$ cat src/rtl/mem_access_stage_pkg.sv
// Shared definitions for the MEM-stage access unit: RV32I funct3 codes, FSM states and
// access-size helpers.
package mem_access_stage_pkg;

  localparam logic [2:0] F3_LB  = 3'b000;
  localparam logic [2:0] F3_LH  = 3'b001;
  localparam logic [2:0] F3_LW  = 3'b010;
  localparam logic [2:0] F3_LBU = 3'b100;
  localparam logic [2:0] F3_LHU = 3'b101;
  localparam logic [2:0] F3_SB  = 3'b000;
  localparam logic [2:0] F3_SH  = 3'b001;
  localparam logic [2:0] F3_SW  = 3'b010;

  typedef enum logic [1:0] {
    ST_IDLE = 2'd0,
    ST_BUSY = 2'd1,
    ST_DONE = 2'd2
  } mem_state_e;

  typedef enum logic [1:0] {
    SZ_BYTE = 2'd0,
    SZ_HALF = 2'd1,
    SZ_WORD = 2'd2
  } acc_size_e;

  // Unlisted codes (011/110/111) fall through to a word access.
  function automatic acc_size_e f3_size(input logic [2:0] f3);
    acc_size_e sz;
    case (f3)
      F3_LB, F3_LBU: sz = SZ_BYTE;
      F3_LH, F3_LHU: sz = SZ_HALF;
      F3_LW:         sz = SZ_WORD;
      default:       sz = SZ_WORD;
    endcase
    return sz;
  endfunction

  function automatic logic is_aligned(input logic [2:0] f3, input logic [1:0] off);
    logic ok;
    case (f3_size(f3))
      SZ_BYTE: ok = 1'b1;
      SZ_HALF: ok = (off[0] == 1'b0);
      default: ok = (off == 2'b00);
    endcase
    return ok;
  endfunction

endpackage

$ cat src/rtl/mem_access_stage_lsu_lane_align.sv
// Byte-lane steering: store strobes and data replication, load lane select and extension.
module lsu_lane_align
  import mem_access_stage_pkg::*;
(
  input  logic [2:0]  funct3_i,
  input  logic [1:0]  off_i,
  input  logic [31:0] wdata_i,
  input  logic [31:0] rdata_i,
  output logic [3:0]  wstrb_o,
  output logic [31:0] wdata_o,
  output logic [31:0] load_o
);

  logic [31:0] shifted;

  always_comb begin
    wstrb_o = 4'b1111;
    wdata_o = wdata_i;
    case (funct3_i)
      F3_SB: begin
        wstrb_o = 4'b0001 << off_i;
        wdata_o = {4{wdata_i[7:0]}};
      end
      F3_SH: begin
        wstrb_o = 4'b0011 << off_i;
        wdata_o = {2{wdata_i[15:0]}};
      end
      F3_SW:   wstrb_o = 4'b1111;
      default: wstrb_o = 4'b1111;
    endcase
  end

  // Bring the addressed lane down to bit 0 before extending.
  always_comb begin
    shifted = rdata_i >> {off_i, 3'b000};
    case (f3_size(funct3_i))
      SZ_BYTE: load_o = funct3_i[2] ? {24'b0, shifted[7:0]}
                                    : {{24{shifted[7]}}, shifted[7:0]};
      SZ_HALF: load_o = funct3_i[2] ? {16'b0, shifted[15:0]}
                                    : {{16{shifted[15]}}, shifted[15:0]};
      default: load_o = rdata_i;
    endcase
  end

endmodule

$ cat src/rtl/mem_access_stage.sv
// MEM-stage data-memory access unit: issues req/ack transactions, extends load data and
// stalls the pipeline until the access completes.
module mem_access_stage
  import mem_access_stage_pkg::*;
#(
  parameter int unsigned TIMEOUT = 255
) (
  input  logic        clk_MemAcc,
  input  logic        rst_MemAcc,
  input  logic        valid_in_MemAcc,
  input  logic        MemRead_in_MemAcc,
  input  logic        MemWrite_in_MemAcc,
  input  logic [2:0]  funct3_in_MemAcc,
  input  logic [31:0] Addr_in_MemAcc,
  input  logic [31:0] Wdata_in_MemAcc,
  output logic        Dmem_req_out,
  output logic        Dmem_we_out,
  output logic [31:0] Dmem_addr_out,
  output logic [31:0] Dmem_wdata_out,
  output logic [3:0]  Dmem_wstrb_out,
  input  logic        Dmem_ack_in,
  input  logic [31:0] Dmem_rdata_in,
  output logic [31:0] Load_data_out_MemAcc,
  output logic        stall_out_MemAcc,
  output logic        misalign_out_MemAcc,
  output logic        buserr_out_MemAcc,
  output logic [1:0]  state_dbg_o
);

  localparam logic [8:0] TIMEOUT_W = 9'(TIMEOUT);

  // Handshake: Dmem_req_out rises with the address/data/strobes and all stay stable
  // until the first cycle Dmem_ack_in is seen high in BUSY; rdata is taken in that cycle.
  mem_state_e  state_q;
  logic [7:0]  cnt_q;
  logic        req_q, we_q;
  logic [31:0] addr_q, wdata_q, load_q;
  logic [3:0]  wstrb_q;
  logic [2:0]  f3_q;
  logic [1:0]  off_q;
  logic        misalign_q, buserr_q;

  logic        memop, is_read, aligned_in, timeout_hit;
  logic [8:0]  cnt_nxt;
  logic [2:0]  lane_f3;
  logic [1:0]  lane_off;
  logic [3:0]  lane_wstrb;
  logic [31:0] lane_wdata, lane_load;

  assign memop       = valid_in_MemAcc & (MemRead_in_MemAcc | MemWrite_in_MemAcc);
  assign is_read     = MemRead_in_MemAcc;
  assign aligned_in  = is_aligned(funct3_in_MemAcc, Addr_in_MemAcc[1:0]);
  assign cnt_nxt     = {1'b0, cnt_q} + 9'd1;
  assign timeout_hit = (cnt_nxt == TIMEOUT_W);

  // One lane unit serves both phases: stores are steered from the live inputs in IDLE,
  // loads are extended from the latched access in BUSY.
  assign lane_f3  = (state_q == ST_IDLE) ? funct3_in_MemAcc    : f3_q;
  assign lane_off = (state_q == ST_IDLE) ? Addr_in_MemAcc[1:0] : off_q;

  lsu_lane_align u_lane (
    .funct3_i (lane_f3),
    .off_i    (lane_off),
    .wdata_i  (Wdata_in_MemAcc),
    .rdata_i  (Dmem_rdata_in),
    .wstrb_o  (lane_wstrb),
    .wdata_o  (lane_wdata),
    .load_o   (lane_load)
  );

  always_ff @(posedge clk_MemAcc) begin
    if (rst_MemAcc) begin
      state_q    <= ST_IDLE;
      cnt_q      <= 8'd0;
      req_q      <= 1'b0;
      we_q       <= 1'b0;
      addr_q     <= 32'd0;
      wdata_q    <= 32'd0;
      wstrb_q    <= 4'd0;
      f3_q       <= 3'd0;
      off_q      <= 2'd0;
      load_q     <= 32'd0;
      misalign_q <= 1'b0;
      buserr_q   <= 1'b0;
    end else begin
      misalign_q <= 1'b0;
      buserr_q   <= 1'b0;
      case (state_q)
        ST_IDLE: begin
          if (memop && aligned_in) begin
            state_q <= ST_BUSY;
            cnt_q   <= 8'd0;
            req_q   <= 1'b1;
            we_q    <= ~is_read;
            addr_q  <= {Addr_in_MemAcc[31:2], 2'b00};
            wdata_q <= is_read ? 32'd0 : lane_wdata;
            wstrb_q <= is_read ? 4'd0  : lane_wstrb;
            f3_q    <= funct3_in_MemAcc;
            off_q   <= Addr_in_MemAcc[1:0];
          end else if (memop) begin
            misalign_q <= 1'b1;
            load_q     <= 32'd0;
          end
        end
        ST_BUSY: begin
          // Ack is checked first so it wins over a timeout in the same cycle.
          if (Dmem_ack_in) begin
            load_q  <= we_q ? 32'd0 : lane_load;
            req_q   <= 1'b0;
            state_q <= ST_DONE;
          end else if (timeout_hit) begin
            load_q   <= 32'd0;
            req_q    <= 1'b0;
            buserr_q <= 1'b1;
            state_q  <= ST_DONE;
          end else begin
            cnt_q <= cnt_nxt[7:0];
          end
        end
        ST_DONE: state_q <= ST_IDLE;
        default: state_q <= ST_IDLE;
      endcase
    end
  end

  assign stall_out_MemAcc     = ((state_q == ST_IDLE) & memop & aligned_in) | (state_q == ST_BUSY);
  assign Dmem_req_out         = req_q;
  assign Dmem_we_out          = we_q;
  assign Dmem_addr_out        = addr_q;
  assign Dmem_wdata_out       = wdata_q;
  assign Dmem_wstrb_out       = wstrb_q;
  assign Load_data_out_MemAcc = load_q;
  assign misalign_out_MemAcc  = misalign_q;
  assign buserr_out_MemAcc    = buserr_q;
  assign state_dbg_o          = state_q;

endmodule

$ cat config.mk
export PLATFORM = sky130hd
export DESIGN_NAME = mem_access_stage
export DESIGN_NICKNAME = d
export VERILOG_FILES = /design/src/rtl/mem_access_stage_pkg.sv /design/src/rtl/mem_access_stage_lsu_lane_align.sv /design/src/rtl/mem_access_stage.sv
export SDC_FILE = /design/constraint.sdc
export NUM_CORES = 1
export LEC_CHECK = 0
export BUFFER_PORTS_ARGS = -buffer_cell sky130_fd_sc_hd__buf_2
export CORE_MARGIN = 8
export CORE_UTILIZATION = 51
export CTS_CLUSTER_SIZE = 10
export DETAILED_ROUTE_END_ITERATION = 10
export GPL_TIMING_DRIVEN = 1
export HOLD_SLACK_MARGIN = 0.15
export PLACE_DENSITY_LB_ADDON = 0.1
export RECOVER_POWER = 25
export SLEW_MARGIN = 30
export SYNTH_ARGS = -nofsm -noshare
export SYNTH_HDL_FRONTEND = slang
export SYNTH_HIERARCHICAL = 1
export SYNTH_SLANG_ARGS = --single-unit
$ cat constraint.sdc
create_clock -name clk_MemAcc -period 2.8 [get_ports clk_MemAcc]
set_input_delay 0.14 -clock clk_MemAcc [delete_from_list [all_inputs] [get_ports clk_MemAcc]]
set_output_delay 0.14 -clock clk_MemAcc [all_outputs]
set_load 0.05 [all_outputs]
# Word level (Yosys, flattened, before mapping)
# Cells that the tools add are included.
# totals
regBits	117
input_bits	105
elab_cells	92
# classes
addsub	1
eq_ne	16
n_shift	3
muxes	32
bitwise	9
n_reduce_logical	19
# ops
op	count
$mux 32	8
$pmux 32 s2	3
$shr 32x5->16	1
$mux 8	3
$pmux 8 s2	1
$eq 3x3->1 const B	4
$pmux 2 s2	3
$add 8x1->9 const B	1
$eq 9x8->1 const B	1
$logic_not 2->1	4
$mux 2	4
$ne 2x2->1 const B	4
$pmux 4 s2	1
$reduce_and 4->1	2
$reduce_or 2->1	4
$eq 2x1->1 const B	3
$eq 3x1->1 const B	2
$logic_not 3->1	2
$reduce_or 3->1	2
$mux 1	5
$mux 4	1
$not 1->1	4
$pmux 1 s2	2
$reduce_and 2->1	2
other kinds (10)	13

# Longest topological paths before layout
# Gate-level depths: netlist of the first run.
# logic_depth
word_depth	10
depth_mapped	11

# Hierarchy
# Netlist of the first run, hierarchy kept.
# modules_own_cells
module	n_inst	cells_each	area_each_um2
mem_access_stage	1	560	4611.9
lsu_lane_align	1	210	1438.9

# Worst setup path before layout of the first run
# Ideal clock, no wire load.
# synth_timing
kind	register to register
from	register state_q[0], in the netlist state_dbg_o[0]
to	register load_q[16], in the netlist Load_data_out_MemAcc[16]
setup_time_ns	0.070
arrival_ns	2.340
slack_ns	0.389
stages_incl_launch_ff	12
path_buffers	4
cell_sequence	dfxtp_1 > nor2_1 > mux2_2 > buf_6 > nand2b_1 > buf_2 > o32a_1 > buf_6 > buf_6 > o211ai_2 > nand2_1 > a21oi_1
# synth_between
elab_cells_between_ends	25
cone_classes	8 x eq/ne; 1 x shift; 9 x mux; 7 x reduce/logical
# synth_lines
item	line	text
from (decl)	mem_access_stage.sv:34	mem_state_e state_q;
from (signal assigned)	mem_access_stage.sv:73	state_q <= ST_IDLE;
from (signal assigned)	mem_access_stage.sv:91	state_q <= ST_BUSY;
from (signal assigned)	mem_access_stage.sv:110	state_q <= ST_DONE;
$logic_not 2->1 *	mem_access_stage.sv:59	assign lane_off = (state_q == ST_IDLE) ? Addr_in_MemAcc[1:0] : off_q;
$mux 2 *	mem_access_stage.sv:59	
via lane_off[0]	mem_access_stage.sv:46	logic [1:0] lane_off;
$shr 32x5->16 *	mem_access_stage_lsu_lane_align.sv:35	shifted = rdata_i >> {off_i, 3'b000};
$mux 32 (on tied branches)	mem_access_stage_lsu_lane_align.sv:39, mem_access_stage_lsu_lane_align.sv:37	
$pmux 32 s2 *	mem_access_stage_lsu_lane_align.sv:36	case (f3_size(funct3_i))
via lane_load[16]	mem_access_stage.sv:48	logic [31:0] lane_wdata, lane_load;
$mux 32 *	mem_access_stage.sv:108	load_q <= we_q ? 32'd0 : lane_load;
$mux 32 *	mem_access_stage.sv:107	if (Dmem_ack_in) begin
$pmux 32 s2 *	mem_access_stage.sv:88	case (state_q)
to (signal assigned)	mem_access_stage.sv:108	
to (decl)	mem_access_stage.sv:37	logic [31:0] addr_q, wdata_q, load_q;
# Mark *: on every way through the listed nets, which the timed path passes. The rest lies on a longest branch.
# A chain may end at the register's enable or synchronous reset.

# Final worst setup path of the first run
# layout_timing
from	register state_q[0], in the netlist state_dbg_o[0]
to	register wdata_q[22], in the netlist Dmem_wdata_out[22]
# layout_between
elab_chain_len	5
elab_cells_between_ends	7
cone_classes	1 x eq/ne; 3 x mux; 3 x reduce/logical
# layout_lines
item	line	text
$logic_not 2->1 *	mem_access_stage.sv:58	assign lane_f3 = (state_q == ST_IDLE) ? funct3_in_MemAcc : f3_q;
$mux 3 *	mem_access_stage.sv:58	
via lane_f3[1]	mem_access_stage.sv:45	logic [2:0] lane_f3;
$eq 3x1->1 / $logic_not 3->1 (equally long branches)	mem_access_stage_lsu_lane_align.sv:19	case (funct3_i)
$pmux 32 s2 *	mem_access_stage_lsu_lane_align.sv:19	
via lane_wdata[22]	mem_access_stage.sv:48	
$mux 32 *	mem_access_stage.sv:96	wdata_q <= is_read ? 32'd0 : lane_wdata;
to (signal assigned)	mem_access_stage.sv:96	
to (decl)	mem_access_stage.sv:37	
# Marks and branches as above.

==> out/metrics.yaml, run 1 <==
syn_area_mm2: 0.006051
busiest_layer: "met2"
synth_cells: 770
p_total_mw: 4.966
final_cells: 1169
drive_gt1_share_pct: 24.68
crit_slowest_cell: "dlygate4sd3_1"
grt.met3_usage_pct: 9.803
postSynth.asyncResetShare_pct: 0
filler_cell_count: 913
maxSlewHeadroom_pct: 43.76
end_kind: "register"
nNetsFinal: 1120
power.switching_mw: 1.403
grt_use_total_pct: 25.74
min_path_type: "in -> reg"
p_seq_share_pct: 35.2
yosys.area.top_type: "dfxtp_1"
drt_iter0_drc: 545
cpPeakStageDelay_ns: 0.54
vias_per_cell: 5.601
clock-sinks: 117
cp_max_fo: 42
clockBufferDepth: 2
synthTopCellsByArea: "dfxtp_1, nand2_1, a21oi_1, nand3b_1, mux2_2"
postCtsSetupRepairBufs: 0
htreeDepth: 4
min_period_ns: 2.617
place_hpwl_mm: 13.38
totalWireLength_mm: 20.86
outcome: "completed"
grt_use_met1_pct: 28.74
gp_congestion: 0.8800
power_density_mw_per_mm2: 596.2
finalClockSkew_ns: 0.004177
seq_area_frac_synth_pct: 38.71
required_ns: 3.15
rows: 39
max-cap-violations: 0
antenna_found_initial: 0
root_buffer: "clkbuf_16"
place_inst: 1059
critical_path_class: "reg -> reg"
crit_chain: "nor2_4 -> mux2_2 -> buf_4 -> nor2_1 -> buf_4 -> nand2_1 -> nand2_1 -> dlygate4sd3_1 -> nand3b_1 -> a21oi_1"
finalHoldViolCount: 0
fmax_ghz: 0.3821
rsz0062_at_grt: "false"
portBuffers: 209
num_vias: 6547
synth-seq-cells: 117
timing.setup.tns_ns: 0
cts_made_buffers: 17
pwr-share-comb_pct: 19.4
final.setup.worst_slack_ns: 0.1832
coreArea_mm2: 0.01152
clock_latency_ns: 0.42
synth_warnings: 6
p_leak_nw: 3.445
avgSynthCellArea_um2: 7.858
start_kind: "register"
drc: 0
finalCritPeriodShare_pct: 93.46
grt_pass1_wl_mm: 33.49
synth_edf_count: 0
drt-pass1-iter-count: 7
finalSetupViolCount: 0
grt-ovfl-total: 0
ios: 212
worstPathArrival_ns: 2.96
clkPwrFrac_pct: 45.3
vdd_drop_max_uv: 420.4
start_util_pct: 52.54
wl_per_cell_um: 17.84
internal-power_mw: 3.563
synth_top_flop_cell: "dfxtp_1"
critPathTopFamily: "buffers and inverters"
grt_pass1_vias: 6630
synth_top_area_share_pct: 38.71
hold_ws_ns: 0.1572
die_w_um: 124.9
worst_pin_slew_ns: 0.8425
dieHeight_um: 124.9
yosysUniqueCellTypes: 57
antenna_left: 0
post-place-ws_ns: 0.2340
use_met2_pct: 43.89
grt_max_degree: 76
die_area_mm2: 0.01561
cts_tree: "yes"
swShare_pct: 28.26
finalMaxSlewViolations: 0
clk_pin_slew_ns: 0.05
crit_buf_inv: 3
syn_to_final_growth_pct: 37.68
## power groups by stage
stage                     sequential, mW  clock (mW)  combinational [mW]
after CTS                           1.75        2.28               0.958
after floorplan                     1.95           0               0.474
final                               1.75        2.25               0.965
after detailed placement            1.78           0               0.869
after global routing                1.76        2.35                1.03
after global placement              1.78           0               0.854
## through the flow
stage          utilization, %  cell area [µm²]
2_1_floorplan               -             6055
3_3_place_gp            60.82             7004
3_5_place_dp            60.82             7004
4_1_cts                 72.85             8389
5_1_grt                 72.32             8328
6_report                72.34             8330
## final cells by class
type / instances / area [µm²] / share of cell area [%]
Antenna cell: 1 / 2.502 / 0.03004
Timing Repair Buffer: 301 / 1878 / 22.54
Multi-Input combinational cell: 565 / 3283 / 39.41
Clock buffer: 20 / 446.7 / 5.362
Sequential cell: 117 / 2342 / 28.12
Clock inverter: 11 / 157.7 / 1.892
Tap cell: 143 / 178.9 / 2.148
Inverter: 11 / 41.29 / 0.4956
## flip-flops by register name (all words and copies together) (netlist names)
| register | cells |
|---|---|
| cnt_q | 8 |
| Dmem_we_out | 1 |
| state_dbg_o | 2 |
| off_q | 2 |
| f3_q | 3 |
| Dmem_req_out | 1 |
| Dmem_wdata_out | 32 |
| buserr_out_MemAcc | 1 |
| Dmem_wstrb_out | 4 |
| Dmem_addr_out | 30 |
| Load_data_out_MemAcc | 32 |
| misalign_out_MemAcc | 1 |
## routing by layer
metal	vias to the layer above	wire length, µm
met5	-	0
met3	35	1999
met4	0	403
met1	3049	8256
li1	3149	-
met2	314	10200
## path summary, 6_finish.rpt
| kind | from | end | slack (ns) | depth (start not counted) |
|---|---|---|---|---|
| hold / removal | Dmem_rdata_in[15] | Load_data_out_MemAcc[15] | 0.16 | 5 |
| hold reg to reg | Dmem_wstrb_out[2] | Dmem_wstrb_out[2] | 0.45 | 2 |
| setup / recovery | state_dbg_o[0] | Dmem_wdata_out[22] | 0.18 | 10 |
| setup reg to reg | state_dbg_o[0] | Dmem_wdata_out[22] | 0.18 | 10 |
## layout by cell type (no fill, tap or decap), drive strengths merged, types with 4 or more instances in the layout
| cell | netlist | routed |
|---|---|---|
| dlygate4sd3 | 0 | 78 |
| o31ai | 8 | 8 |
| nor2 | 10 | 10 |
| nand2 | 211 | 211 |
| mux2 | 23 | 23 |
| nor3 | 7 | 7 |
| bufinv | 0 | 4 |
| o211ai | 19 | 19 |
| o21ai | 55 | 55 |
| nor2b | 6 | 6 |
| nand2b | 4 | 4 |
| nand3 | 6 | 6 |
| mux2i | 16 | 16 |
| o221a | 8 | 8 |
| inv | 10 | 10 |
| clkbuf | 47 | 75 |
| a21oi | 107 | 107 |
| o21bai | 4 | 4 |
| clkinv | 1 | 7 |
| a22oi | 6 | 6 |
| buf | 31 | 168 |
| dfxtp | 117 | 117 |
| nand3b | 36 | 36 |
## cells in the mapped netlist (2+ instances only)
| library cell | n |
|---|---|
| clkbuf_1 | 47 |
| nor2_1 | 10 |
| inv_1 | 10 |
| buf_4 | 12 |
| o21bai_1 | 4 |
| o21a_1 | 3 |
| or2_1 | 2 |
| o211ai_1 | 9 |
| or3_1 | 2 |
| nor3_1 | 6 |
| o21ai_0 | 22 |
| nand2_1 | 210 |
| o21ai_1 | 31 |
| buf_6 | 7 |
| o2111ai_1 | 2 |
| mux2_2 | 23 |
| a22oi_1 | 6 |
| o31ai_1 | 8 |
| buf_2 | 7 |
| o221a_2 | 8 |
| dfxtp_1 | 117 |
| nand2b_1 | 4 |
| nor4_1 | 3 |
| a41o_1 | 2 |
| buf_1 | 4 |
| nor2b_1 | 6 |
| o211ai_2 | 10 |
| nand4_1 | 3 |
| a21oi_1 | 107 |
| nand3b_1 | 36 |
| o21ai_2 | 2 |
| mux2i_1 | 16 |
| ha_1 | 2 |
| nand3_1 | 6 |
## cell families after synthesis
| family | share of synthesized area, % |
|---|---|
| compound gates | 23.35 |
| fa+ha+maj | 0.4135 |
| buf+inv | 7.548 |
| flops | 38.71 |
| mux | 7.299 |
| other cells | 0.06198 |
| simple gates | 22.62 |
## worst reg2reg max path, stage by stage, from the launching register on
cell and delay [ns]:
dfxtp_1 0.39, nor2_4 0.18, mux2_2 0.41, buf_4 0.27, nor2_1 0.20, buf_4 0.22, nand2_1 0.07, nand2_1 0.05
dlygate4sd3_1 0.54, nand3b_1 0.08, a21oi_1 0.15
## timing repair
item | CTS | global route
setup endpoints to repair | 0 | 1
hold buffers | 78 | 0
hold endpoints to repair | 79 | 0
resized for setup | 0 | 2
Power figures use the tool's default switching activity.
==> inputs of run 2 (changes only) <==
Settings changed: BUFFER_PORTS_ARGS -buffer_cell sky130_fd_sc_hd__buf_2 to default, CORE_UTILIZATION 51 to 55, DONT_BUFFER_PORTS from default to 1.
==> run 2 against run 1 <==
Power decreased by 3.2%. Utilization is 1.2 points lower. Combinational power decreased by 25%. Sequential share of layout area is 2.4 points higher. Worst hold slack better by 0.028 ns. Critical path type unchanged. Critical endpoint is now Dmem_wdata_out[30]. Largest power group unchanged.
==> out/metrics.yaml, run 2 (same netlist as run 1, synthesis figures left out) <==
syn_to_final_growth_pct: 26.92  # was 37.68%
p_total_mw: 4.808  # was 4.966 mW
num_vias: 5918  # was 6547
crit_slowest_cell: "dlygate4sd3_1"  # unchanged
p_leak_nw: 2.838  # was 3.445 nW
min_from: "Dmem_rdata_in[17]"  # was Dmem_rdata_in[15]
die_area_mm2: 0.01461  # was 0.01561 mm²
critical_path_class: "reg -> reg"  # unchanged
critPathTopFamily: "buffers and inverters"  # unchanged
rows: 38  # was 39
final_util_pct: 71.16  # was 72.34%
hold_depth: 5  # unchanged
clkPwrFrac_pct: 44.9  # was 45.3%
grt_pass1_vias: 6052  # was 6630
totalWireLength_mm: 19.67  # was 20.86 mm
internal-power_mw: 3.327  # was 3.563 mW
swShare_pct: 30.80  # was 28.26%
required_ns: 3.25  # was 3.15 ns
crit_chain: "nor2_2 -> mux2_2 -> or2_1 -> buf_4 -> o21ai_0 -> dlygate4sd3_1 -> nand3b_1 -> a21oi_1"  # was nor2_4 -> mux2_2 -> buf_4 -> nor2_1 -> buf_4 -> nand2_1 -> nand2_1 -> dlygate4sd3_1 -> nand3b_1 -> a21oi_1
finalClockSkew_ns: 0.007289  # was 0.004177 ns
finalMaxSlewViolations: 0  # unchanged
crit_buf_inv: 2  # was 3
grt-ovfl-total: 0  # unchanged
finalSetupViolCount: 0  # unchanged
postCtsSetupRepairBufs: 0  # unchanged
end_kind: "register"  # unchanged
cp_max_fo: 40  # was 42
vias_per_cell: 5.966  # was 5.601
wl_met2_mm: 9.669  # was 10.20 mm
cts_tree: "yes"  # unchanged
gp_congestion: 0.8791  # was 0.8800
hold_ws_ns: 0.1847  # was 0.1572 ns
worst_pin_slew_ns: 0.8450  # was 0.8425 ns
htreeDepth: 4  # unchanged
reg2reg_depth: 8  # was 10
grt_use_total_pct: 26.60  # was 25.74%
cpPeakStageDelay_ns: 0.57  # was 0.54 ns
grt_max_degree: 119  # was 76
cts_made_buffers: 17  # unchanged
drc: 0  # unchanged
n_antenna_cell: 0  # was 1
dpl-instance-area_mm2: 0.005959  # was 0.007004 mm²
timing.rr.start: "state_dbg_o[1]"  # was state_dbg_o[0]
rsz0062_at_grt: "false"  # unchanged
antenna_found_initial: 0  # unchanged
finalCritPeriodShare_pct: 92.76  # was 93.46%
nNetsFinal: 946  # was 1120
hold_end: "Load_data_out_MemAcc[9]"  # was Load_data_out_MemAcc[15]
wl_per_cell_um: 19.83  # was 17.84 µm
clockBufferDepth: 2  # unchanged
wl_met1_mm: 7.312  # was 8.256 mm
dieHeight_um: 120.9  # was 124.9 µm
clock_latency_ns: 0.52  # was 0.42 ns
power_density_mw_per_mm2: 626.1  # was 596.2 mW/mm²
rrSetupSlack_ns: 0.20  # was 0.18 ns
min_path_type: "in -> reg"  # unchanged
maxSlewHeadroom_pct: 43.59  # was 43.76%
grt_pass1_wl_mm: 31.11  # was 33.49 mm
fmax_ghz: 0.3850  # was 0.3821 GHz
root_buffer: "clkbuf_8"  # was clkbuf_16
timing.setup.tns_ns: 0  # unchanged
outcome: "completed"  # unchanged
place_hpwl_mm: 12.20  # was 13.38 mm
final_common_cell: "nand2_1"  # unchanged
p_seq_share_pct: 40.0  # was 35.2%
finalHoldViolCount: 0  # unchanged
max-cap-violations: 0  # unchanged
clock-sinks: 117  # unchanged
r2r_end: "Dmem_wdata_out[30]"  # was Dmem_wdata_out[22]
start_kind: "register"  # unchanged
start_util_pct: 56.06  # was 52.54%
final_cell_mix: "nand2_1, dfxtp_1, dlygate4sd3_1"  # was nand2_1, buf_2, dfxtp_1
power.switching_mw: 1.481  # was 1.403 mW
vdd_drop_max_uv: 425.7  # was 420.4 µV
worstPathArrival_ns: 3.05  # was 2.96 ns
portBuffers: 0  # was 209
maxUsedRoutingLayer: "met4"  # unchanged
pwr-share-comb_pct: 15.1  # was 19.4%
ios: 212  # unchanged
design_area_mm2: 0.007680  # was 0.008330 mm²
wl_met3_mm: 2.049  # was 1.999 mm
drt_iter0_drc: 643  # was 545
die_w_um: 120.9  # was 124.9 µm
coreArea_mm2: 0.01079  # was 0.01152 mm²
antenna_left: 0  # unchanged
clk_pin_slew_ns: 0.06  # was 0.05 ns
drt-pass1-iter-count: 5  # was 7
min_period_ns: 2.597  # was 2.617 ns
drive_gt1_share_pct: 12.32  # was 24.68%
run 2: changes by cell type in the layout (fill, tap and decap cells not counted), sizes merged:
cell / before / now
buf: 168 / 17
bufinv: 4 / 2
clkbuf: 75 / 17
clkinv: 7 / 5
clkinvlp: 1 / 2
diode: 1 / 0
dlygate4sd3: 78 / 110
inv: 10 / 17
run 2: cell type report:
type,count,area [µm²]
multi-input combinational,565,3278
tap,140,175.2
fill,831,3113
clock buffer,17,414.1
sequential,117,2342
timing repair buffer,127,1259
inverter,11,41.29
clock inverter,15,170.2
run 2: how the worst max path moves through the flow:
stage          depth (start not counted)  slack (ns)                       end      startpoint
2_1_floorplan                         11        0.39  Load_data_out_MemAcc[16]  state_dbg_o[0]
3_3_place_gp                           7        0.39   Load_data_out_MemAcc[9]        cnt_q[0]
3_5_place_dp                           7        0.30   Load_data_out_MemAcc[9]        cnt_q[0]
4_1_cts                                8        0.10        Dmem_wdata_out[25]  state_dbg_o[1]
5_1_grt                                7        0.03   Load_data_out_MemAcc[9]        cnt_q[0]
6_report                               8        0.20        Dmem_wdata_out[30]  state_dbg_o[1]
run 2: worst min-delay path: cells and delay by family:
kind | cells | cell delay (ns)
and+or+nand+nor | 1 | 0.05
AOI/OAI and AO/OA | 3 | 0.32
muxes | 1 | 0.15
run 2: per-layer routing:
| layer | vias up | track usage (%) |
|---|---|---|
| met4 | 0 | 13.19 |
| met1 | 2759 | 28.85 |
| met5 | - | 0 |
| li1 | 2804 | - |
| met2 | 290 | 44.35 |
| met3 | 65 | 10.52 |
run 2: timing repair:
item	in CTS	in global routing
setup endpoints to repair	0	4
hold endpoints to repair	117	0
hold buffers	112	0
gates resized for setup	0	1
run 2: per-stage QoR:
step                      std cells  setup WS, ns
after floorplan                 771        0.3891
after global placement          848        0.3861
after detailed placement        848        0.2987
after CTS                       992        0.1048
after global routing            992       0.03081
final                           992        0.2026
run 2: power groups by stage:
stage	Clock (mW)	Combinational, mW	Sequential (mW)
global route	2.27	0.784	1.93
global placement	0	0.508	1.96
CTS	2.18	0.713	1.92
floorplan	0	0.474	1.95
finish	2.16	0.726	1.92
detailed placement	0	0.518	1.96
